<file path="src/rtl/sif_mc.sv">
// -----------------------------------------------------------------------------
// sif_mc
// Register file shared by one host port and NUM_WA write agents.
// The host port reads and writes directly. Each write agent has a one-entry
// holding buffer. A round-robin arbiter drains one buffer into the register
// file in each cycle that has no host write.
//
// Ports
//   clk, rst    : rising-edge clock, asynchronous active-high reset
//   xa_wr_s     : host write strobe
//   xa_rd_s     : host read strobe
//   xa_addr     : host address
//   xa_data_wr  : host write data
//   xa_data_rd  : host read data (holds its value between reads)
//   xa_rd_vld   : one-cycle pulse, read data is valid
//   xa_err      : one-cycle pulse, read and write strobes were both set
//   wa_wr_s     : per-agent write strobes
//   wa_addr     : packed per-agent addresses, agent i at [i*ADDR_W +: ADDR_W]
//   wa_data_wr  : packed per-agent data, agent i at [i*DATA_W +: DATA_W]
//   wa_rdy      : per-agent holding buffer is empty
//   wa_ovf      : per-agent pulse, a write was dropped because the buffer was full
// -----------------------------------------------------------------------------
module sif_mc #(
  parameter int ADDR_W = 4,
  parameter int DATA_W = 16,
  parameter int NUM_WA = 2
) (
  input  logic                     clk,
  input  logic                     rst,
  input  logic                     xa_wr_s,
  input  logic                     xa_rd_s,
  input  logic [ADDR_W-1:0]        xa_addr,
  input  logic [DATA_W-1:0]        xa_data_wr,
  output logic [DATA_W-1:0]        xa_data_rd,
  output logic                     xa_rd_vld,
  output logic                     xa_err,
  input  logic [NUM_WA-1:0]        wa_wr_s,
  input  logic [NUM_WA*ADDR_W-1:0] wa_addr,
  input  logic [NUM_WA*DATA_W-1:0] wa_data_wr,
  output logic [NUM_WA-1:0]        wa_rdy,
  output logic [NUM_WA-1:0]        wa_ovf
);

  localparam int DEPTH = 1 << ADDR_W;
  localparam int LG_W  = (NUM_WA > 1) ? $clog2(NUM_WA) : 1;

  logic [DATA_W-1:0] r_mem [DEPTH];
  logic [NUM_WA-1:0] r_valid;
  logic [ADDR_W-1:0] r_bufAddr [NUM_WA];
  logic [DATA_W-1:0] r_bufData [NUM_WA];
  logic [LG_W-1:0]   r_lastGrant;
  logic [DATA_W-1:0] r_rdData;
  logic              r_rdVld;
  logic              r_err;
  logic [NUM_WA-1:0] r_ovf;

  logic              w_hostWr;
  logic              w_hostRd;
  logic              w_hostErr;
  logic              w_grantVld;
  logic [LG_W-1:0]   w_grantIdx;

  // Candidate channel k steps after the last grant, with wrap-around.
  function automatic logic [LG_W-1:0] nextIdx(input logic [LG_W-1:0] last, input int k);
    return LG_W'((int'(last) + k) % NUM_WA);
  endfunction

  assign w_hostWr  = xa_wr_s & ~xa_rd_s;
  assign w_hostRd  = xa_rd_s & ~xa_wr_s;
  assign w_hostErr = xa_wr_s &  xa_rd_s;

  assign xa_data_rd = r_rdData;
  assign xa_rd_vld  = r_rdVld;
  assign xa_err     = r_err;
  assign wa_rdy     = ~r_valid;
  assign wa_ovf     = r_ovf;

  // Round-robin search that starts one past the last grant. A host write
  // blocks every grant, so the register file sees at most one write per cycle.
  // The search wraps back to the last granted channel, so that channel can be
  // granted again if it is the only one with a pending entry.
  always_comb begin
    w_grantVld = 1'b0;
    w_grantIdx = r_lastGrant;
    if (!w_hostWr) begin
      for (int k = 1; k <= NUM_WA; k++) begin
        if (!w_grantVld && r_valid[nextIdx(r_lastGrant, k)]) begin
          w_grantVld = 1'b1;
          w_grantIdx = nextIdx(r_lastGrant, k);
        end
      end
    end
  end

  // Register file. The host write has priority over the arbiter grant.
  always_ff @(posedge clk or posedge rst) begin
    if (rst) begin
      for (int i = 0; i < DEPTH; i++) r_mem[i] <= '0;
    end else if (w_hostWr) begin
      r_mem[xa_addr] <= xa_data_wr;
    end else if (w_grantVld) begin
      r_mem[r_bufAddr[w_grantIdx]] <= r_bufData[w_grantIdx];
    end
  end

  // Host read path. The read samples the array before this edge's write,
  // which gives read-before-write ordering.
  always_ff @(posedge clk or posedge rst) begin
    if (rst) begin
      r_rdData <= '0;
      r_rdVld  <= 1'b0;
      r_err    <= 1'b0;
    end else begin
      r_rdVld <= w_hostRd;
      r_err   <= w_hostErr;
      if (w_hostRd) r_rdData <= r_mem[xa_addr];
    end
  end

  // Holding buffers. A buffer drained at this edge was still full when it
  // was sampled, so a strobe in the same cycle is dropped and flagged.
  always_ff @(posedge clk or posedge rst) begin
    if (rst) begin
      r_valid     <= '0;
      r_ovf       <= '0;
      r_lastGrant <= LG_W'(NUM_WA - 1);
      for (int i = 0; i < NUM_WA; i++) begin
        r_bufAddr[i] <= '0;
        r_bufData[i] <= '0;
      end
    end else begin
      r_ovf <= wa_wr_s & r_valid;
      if (w_grantVld) r_lastGrant <= w_grantIdx;
      for (int i = 0; i < NUM_WA; i++) begin
        if (w_grantVld && (w_grantIdx == LG_W'(i))) begin
          r_valid[i] <= 1'b0;
        end else if (wa_wr_s[i] && !r_valid[i]) begin
          r_valid[i]   <= 1'b1;
          r_bufAddr[i] <= wa_addr[i*ADDR_W +: ADDR_W];
          r_bufData[i] <= wa_data_wr[i*DATA_W +: DATA_W];
        end
      end
    end
  end

endmodule

</file>
<file path="config.mk">
export PLATFORM = sky130hd
export DESIGN_NAME = sif_mc
export DESIGN_NICKNAME = d
export VERILOG_FILES = /design/src/rtl/sif_mc.sv
export SDC_FILE = /design/constraint.sdc
export NUM_CORES = 1
export LEC_CHECK = 0
export ABC_AREA = 1
export CAP_MARGIN = 20
export CORE_MARGIN = 2
export CORE_UTILIZATION = 45
export CTS_CLUSTER_DIAMETER = 30
export DETAILED_ROUTE_END_ITERATION = 12
export GPL_TIMING_DRIVEN = 0
export PLACE_DENSITY = 0.72
export RECOVER_POWER = 25
export SKIP_CTS_REPAIR_TIMING = 1
export SYNTH_ARGS = -nofsm -noshare
export SYNTH_HDL_FRONTEND = slang
export SYNTH_SLANG_ARGS = --single-unit
</file>
<file path="constraint.sdc">
create_clock -name clk -period 12.1 [get_ports clk]
set_input_delay 1.815 -clock clk [delete_from_list [all_inputs] [get_ports clk]]
set_output_delay 1.815 -clock clk [all_outputs]
set_load 0.02 [all_outputs]
</file>
==> results of run 1 <==
==> metal layers <==
layer	GRT usage	vias to the layer above	routed length [µm]
li1	-	9145	-
met1	0.474	9684	30500
met2	0.530	1479	33400
met3	0.106	317	10800
met4	0.230	0	5570
met5	0	-	0
==> state kept, by name (all words and copies together) (netlist names) <==
register and count:
r_bufAddr 8, r_mem 256, r_bufData 32, r_valid 2
wa_ovf 2, xa_data_rd 16, xa_rd_vld 1, r_lastGrant 1
xa_err 1
==> worst paths after layout <==
| path | to | start | slack, ns |
|---|---|---|---|
| min in group asynchronous | r_mem[203] | rst | 2.57 |
| worst min register to register | xa_data_rd[0] | xa_data_rd[0] | 0.47 |
| max in group clk | r_mem[35] | xa_wr_s | 7.77 |
| worst min-delay path | xa_data_rd[0] | xa_data_rd[0] | 0.47 |
| worst max register to register | r_mem[35] | r_lastGrant | 9.13 |
| worst max-delay path | r_mem[23] | rst | 7.36 |
==> worst register-to-register path: cells and delay by family (launching register included) <==
kind	cells	cell delay, ns
AO/OA/AOI/OAI	1	0.19
buffers and inverters	3	1.22
flip-flops	1	0.57
AND/OR/NAND/NOR	7	0.91
==> stage by stage <==
stage | power, mW | instance area, µm² | hold slack [ns] | setup TNS [ns]
floorplan | 3.67 | 19100 | 0.476 | 0
global route | 7.28 | 23300 | 0.499 | 0
global placement | 4.65 | 20500 | 0.461 | -799.64
finish | 7.03 | 23300 | 0.471 | 0
CTS | 6.90 | 23300 | 0.477 | 0
detailed placement | 4.71 | 20600 | 0.465 | 0
==> layout by cell type, fill, tap and decap left out, types with 23 or more instances in the layout <==
master | synthesis | layout
nand2_1 | 1202 | 1202
nand3_1 | 540 | 540
dfrtp_1 | 318 | 318
a22oi_1 | 128 | 128
clkbuf_1 | 91 | 107
clkbuf_16 | 0 | 84
clkdlybuf4s50_1 | 0 | 65
buf_2 | 64 | 63
a21oi_1 | 56 | 56
buf_4 | 45 | 44
nor2_1 | 43 | 43
inv_1 | 39 | 38
inv_2 | 26 | 26
nand2_2 | 23 | 23
==> cell type report <==
cell class,instances,area (µm²)
sequential,319,7980
clock inverter,44,509
tap,539,674
buffer,217,1080
inverter,66,249
clock buffer,103,2230
multi-input combinational,2090,9800
timing repair buffer,72,749
fill,3958,18700
==> power groups by stage <==
stage / sequential [mW] / combinational [mW] / clock, mW
floorplan: 1.72 / 1.96 / 0
global placement: 1.77 / 2.88 / 0
detailed placement: 1.79 / 2.93 / 0
CTS: 1.78 / 2.94 / 2.18
global route: 1.83 / 3.22 / 2.24
finish: 1.79 / 3.06 / 2.17
==> kinds of logic (layout without fill, tap and decap cells) <==
kind of cell	count (synthesis)	after routing
simple gates	1889	1889
flops	319	319
buf+inv	283	502
compound gates	186	186
mux	15	15
==> results.ini, run 1 <==
[worst_setup_path]
max_stage_delay_ns=1.77
crit_chain=dlygate4sd3_1 > clkinvlp_2 > buf_16 > buf_16
required_ns=12.76
crit_family=buffers and inverters
end_kind=asynchronous set/reset pin
path_max_fanout=129
startpoint_type=input pin
cp.depth=4
reg2reg_depth=11
critPathSlowestCell=clkinvlp_2
cp_num_buf_inv=4
critPathKind=input pin to asynchronous set/reset pin
cpMostUsedCell=buf_16
worstPathArrival_ns=5.40

[sta]
period_needed_ns=4.74
finalCritPeriodShare=0.392
setup_slack_ns=7.36
hold_viol=0
worst_pin_slew_ns=3.16
clock_skew_ns=0.0255
max_slew_margin=-1.12
final-setup-viol-count=0
rsz0062_at_grt=no
report.final.slew_viol_count=70
fmax_mhz=211

[pwr]
p_switching_mw=3.16
pwr_density_cell_mw_per_mm2=302
switching_share=0.450
p_leak_nw=12.5
pwr-share-seq=0.255
ir_drop_mv=0.169
internal_power_mw=3.87
p_comb_frac=0.435
clkPwrFrac=0.309

[synthesis]
synthArstFlopShare=1.00
synth_ff_type=dfrtp_1
synth_top_family_by_area=simple AND/OR/NAND/NOR gates
synthTopCellsByCount=nand2_1, nand3_1, dfrtp_1
yosysMostFrequentCell=nand2_1
yosys.cell_types.count=29
ys_warn_count=0
yosysTopAreaCell=dfrtp_1
synth-adder-area-share=0
synthMuxAreaShare=0.00883
syn-cell-area_mm2=0.0191
synth_nets=2758
synth.top_cell.area_share=0.416
synth_simple_gate_area_frac=0.438
synthCells=2692
synth_seq_area_share=0.417
synth_seq_cells=319
synth_area_per_cell_um2=7.10
synth_edf_count=0
synth.area.top_cells=dfrtp_1, nand2_1, nand3_1
synth_compound_area_frac=0.0655
yosys.area_share.xor_xnor=0

[die]
core_mm2=0.0419
die_height_um=210
die_w_um=210
ios=88
die_area_mm2=0.0442
start_util=0.456
rows=75

[placed_design]
gp_congestion=1.04
place_inst=3302
portBuffers=69
place.detailed.hpwl_um=56000
dp_slack_ns=7.40

[clock_network]
cts_tree=built
cts_max_path_buffers=3
root_buffer=clkbuf_16
htreeDepth=3
clock_latency_ns=0.62
numCtsBuffers=79
clock-sinks=319
path_clk_slew_ns=0.04

[cells_and_area]
instances_no_fill=3450
postLayoutCoreUtil=0.555
syn_to_final_growth_pct=21.8
n_antenna_cell=0
drive_gt1_frac=0.131
fin_nets=2911

[global_routing]
antenna_found_initial=0
track_usage=0.364
grt-ovfl-total=0
grt_pass1_vias=19689
grt_max_degree=130
grt_pass1_wl_um=119000

[detailed_routing]
drc=0
vias=20625
antenna_left=0
via_per_inst=5.98
drt_pre_antenna_iters=7
drt_iter0_drc=2835
wirelength_um=80300
routedWlPerCell_um=23.3

[hold_path]
whs_path_depth=2
hold_path_class=flip-flop to flip-flop

[outcome]
violations=capacitance limit, slew limit
status=complete, but fails checks

[run]
drv_cap=1

Power figures use the tool's default switching activity.
==> run 2: changes to the inputs <==
- PLACE_DENSITY: 0.72 -> 0.75
- clock period: 12.1 -> 4.3 ns (I/O delays scaled with it)
==> run 2 against run 1 <==
The flow still finishes with violations (capacitance limit, slew limit); via count is essentially flat; sequential share of layout area fell by 0.057 points; global-route usage up 0.69 points; clock power grew to 2.7 times the previous value; die area did not move; critical path type is now input pin to flip-flop; critical endpoint is now xa_data_rd[14]; highest routed layer unchanged.
==> results.ini, run 2 (synthesized netlist as in run 1, its figures left out) <==
[die]
rows=75
die_height_um=210
start_util=0.456
die_w_um=210
core_mm2=0.0419
ios=88
die_area_mm2=0.0442

[outcome]
violations=capacitance limit, slew limit
status=complete, but fails checks

[worst_setup_path]
end_kind=flip-flop
r2r-end=r_mem[206]
max_stage_delay_ns=0.92
cpMostUsedCell=nand2_1
cp_num_buf_inv=4
required_ns=4.83
worstPathArrival_ns=3.78
critPathSlowestCell=clkbuf_1
crit_family=simple AND/OR/NAND/NOR gates
path_max_fanout=10
critPathKind=input pin to flip-flop
reg2reg_depth=14
crit_chain=clkbuf_2 > inv_1 > nor2_1 > buf_6 > clkbuf_1 > a22oi_1 > nand2_1 > nand2_1 > nand4_1 > nand2_1 > nand2_1
r2r-start=r_valid[1]
startpoint_type=input pin
reg2reg_setup_slack_ns=1.73

[detailed_routing]
via_per_inst=5.98
drc=0
antenna_left=0
vias=20617
drt_iter0_drc=3050
drt_pre_antenna_iters=6
routedWlPerCell_um=23.7
wirelength_um=81600

[clock_network]
clock_latency_ns=0.63
numCtsBuffers=78
clock-sinks=319
root_buffer=clkbuf_16
path_clk_slew_ns=0.05
cts_max_path_buffers=3
cts_tree=built
htreeDepth=3

[cells_and_area]
syn_to_final_growth_pct=22.0
fill_cells=3959
top_register=r_mem
layout_common_cells=nand2_1, nand3_1, dfrtp_1
final_common_cell=nand2_1
seqCellArea_mm2=0.00798
drive_gt1_frac=0.131
fin_nets=2917
postLayoutCoreUtil=0.556
largest_reg_flops=256
multi_input_area_mm2=0.00980

[pwr]
p_leak_nw=12.5
ir_drop_mv=0.663
pwr_density_cell_mw_per_mm2=844

[global_routing]
antenna_found_initial=0
grt_pass1_wl_um=121000
grt_max_degree=44
grt-ovfl-total=0
grt_pass1_vias=19907
track_usage=0.371

[sta]
rsz0062_at_grt=no
clock_skew_ns=0.0289
finalSetupTns_ns=0
max_slew_margin=-0.161
report.final.slew_viol_count=60
finalCritPeriodShare=0.756
worst_pin_slew_ns=1.74
final-setup-viol-count=0
hold_viol=0
fmax_mhz=308
period_needed_ns=3.25

[placed_design]
portBuffers=69
gp_congestion=1.03
place.detailed.hpwl_um=57300

[hold_path]
min_from=xa_data_rd[15]
whs_path_depth=2
min_to=xa_data_rd[15]
hold_path_class=flip-flop to flip-flop

[run]
drv_cap=2

-- run 2: metrics by stage --
stage	hold WS, ns	instance area, µm²	instances	worst slack [ns]	total power [mW]
after global routing	0.492	23300	3446	0.682	20.4
after floorplan	0.476	19100	2692	-0.597	10.3
after global placement	0.464	20500	3300	-2.90	13.1
after detailed placement	0.466	20700	3310	0.795	13.3
final	0.473	23300	3447	1.05	19.7
after CTS	0.437	23400	3446	1.40	19.3
-- run 2: how the worst max path moves through the flow --
stage | from | endpoint | slack, ns | depth (start not counted)
finish | xa_addr[1] | xa_data_rd[14] | 1.05 | 11
global route | rst | r_mem[118] | 0.68 | 4
CTS | xa_addr[1] | xa_data_rd[14] | 1.40 | 11
global placement | rst | r_mem[19] | -2.90 | 2
detailed placement | xa_addr[1] | xa_data_rd[14] | 0.80 | 11
floorplan | rst | r_bufAddr[0] | -0.60 | 1
-- run 2: cell type report --
class / instances / area share
Tap cell: 539 / 0.0289
Clock buffer: 98 / 0.0916
Timing Repair Buffer: 79 / 0.0367
Inverter: 66 / 0.0107
Buffer: 217 / 0.0466
Clock inverter: 38 / 0.0227
Sequential cell: 319 / 0.342
Antenna cell: 1 / 0.000107
Multi-Input combinational cell: 2090 / 0.420
-- run 2: routing by layer --
metal | wire, µm | track usage
met4 | 5340 | 0.220
met1 | 32000 | 0.494
met5 | 0 | 0
met2 | 33700 | 0.529
met3 | 10600 | 0.114
-- run 2: worst reg2reg max path: cells and delay by family (launching register included) --
family                 cells  cell delay, ns
AND/OR/NAND/NOR           10            1.09
buffers and inverters      4            1.00
flip-flops                 1            0.44
-- run 2: power breakdown --
group	leakage (nW)	internal [mW]	switching (mW)
registers	4.28	4.24	0.802
logic	6.94	2.47	6.24
clock network	1.28	3.96	1.98
total	12.5	10.7	9.02
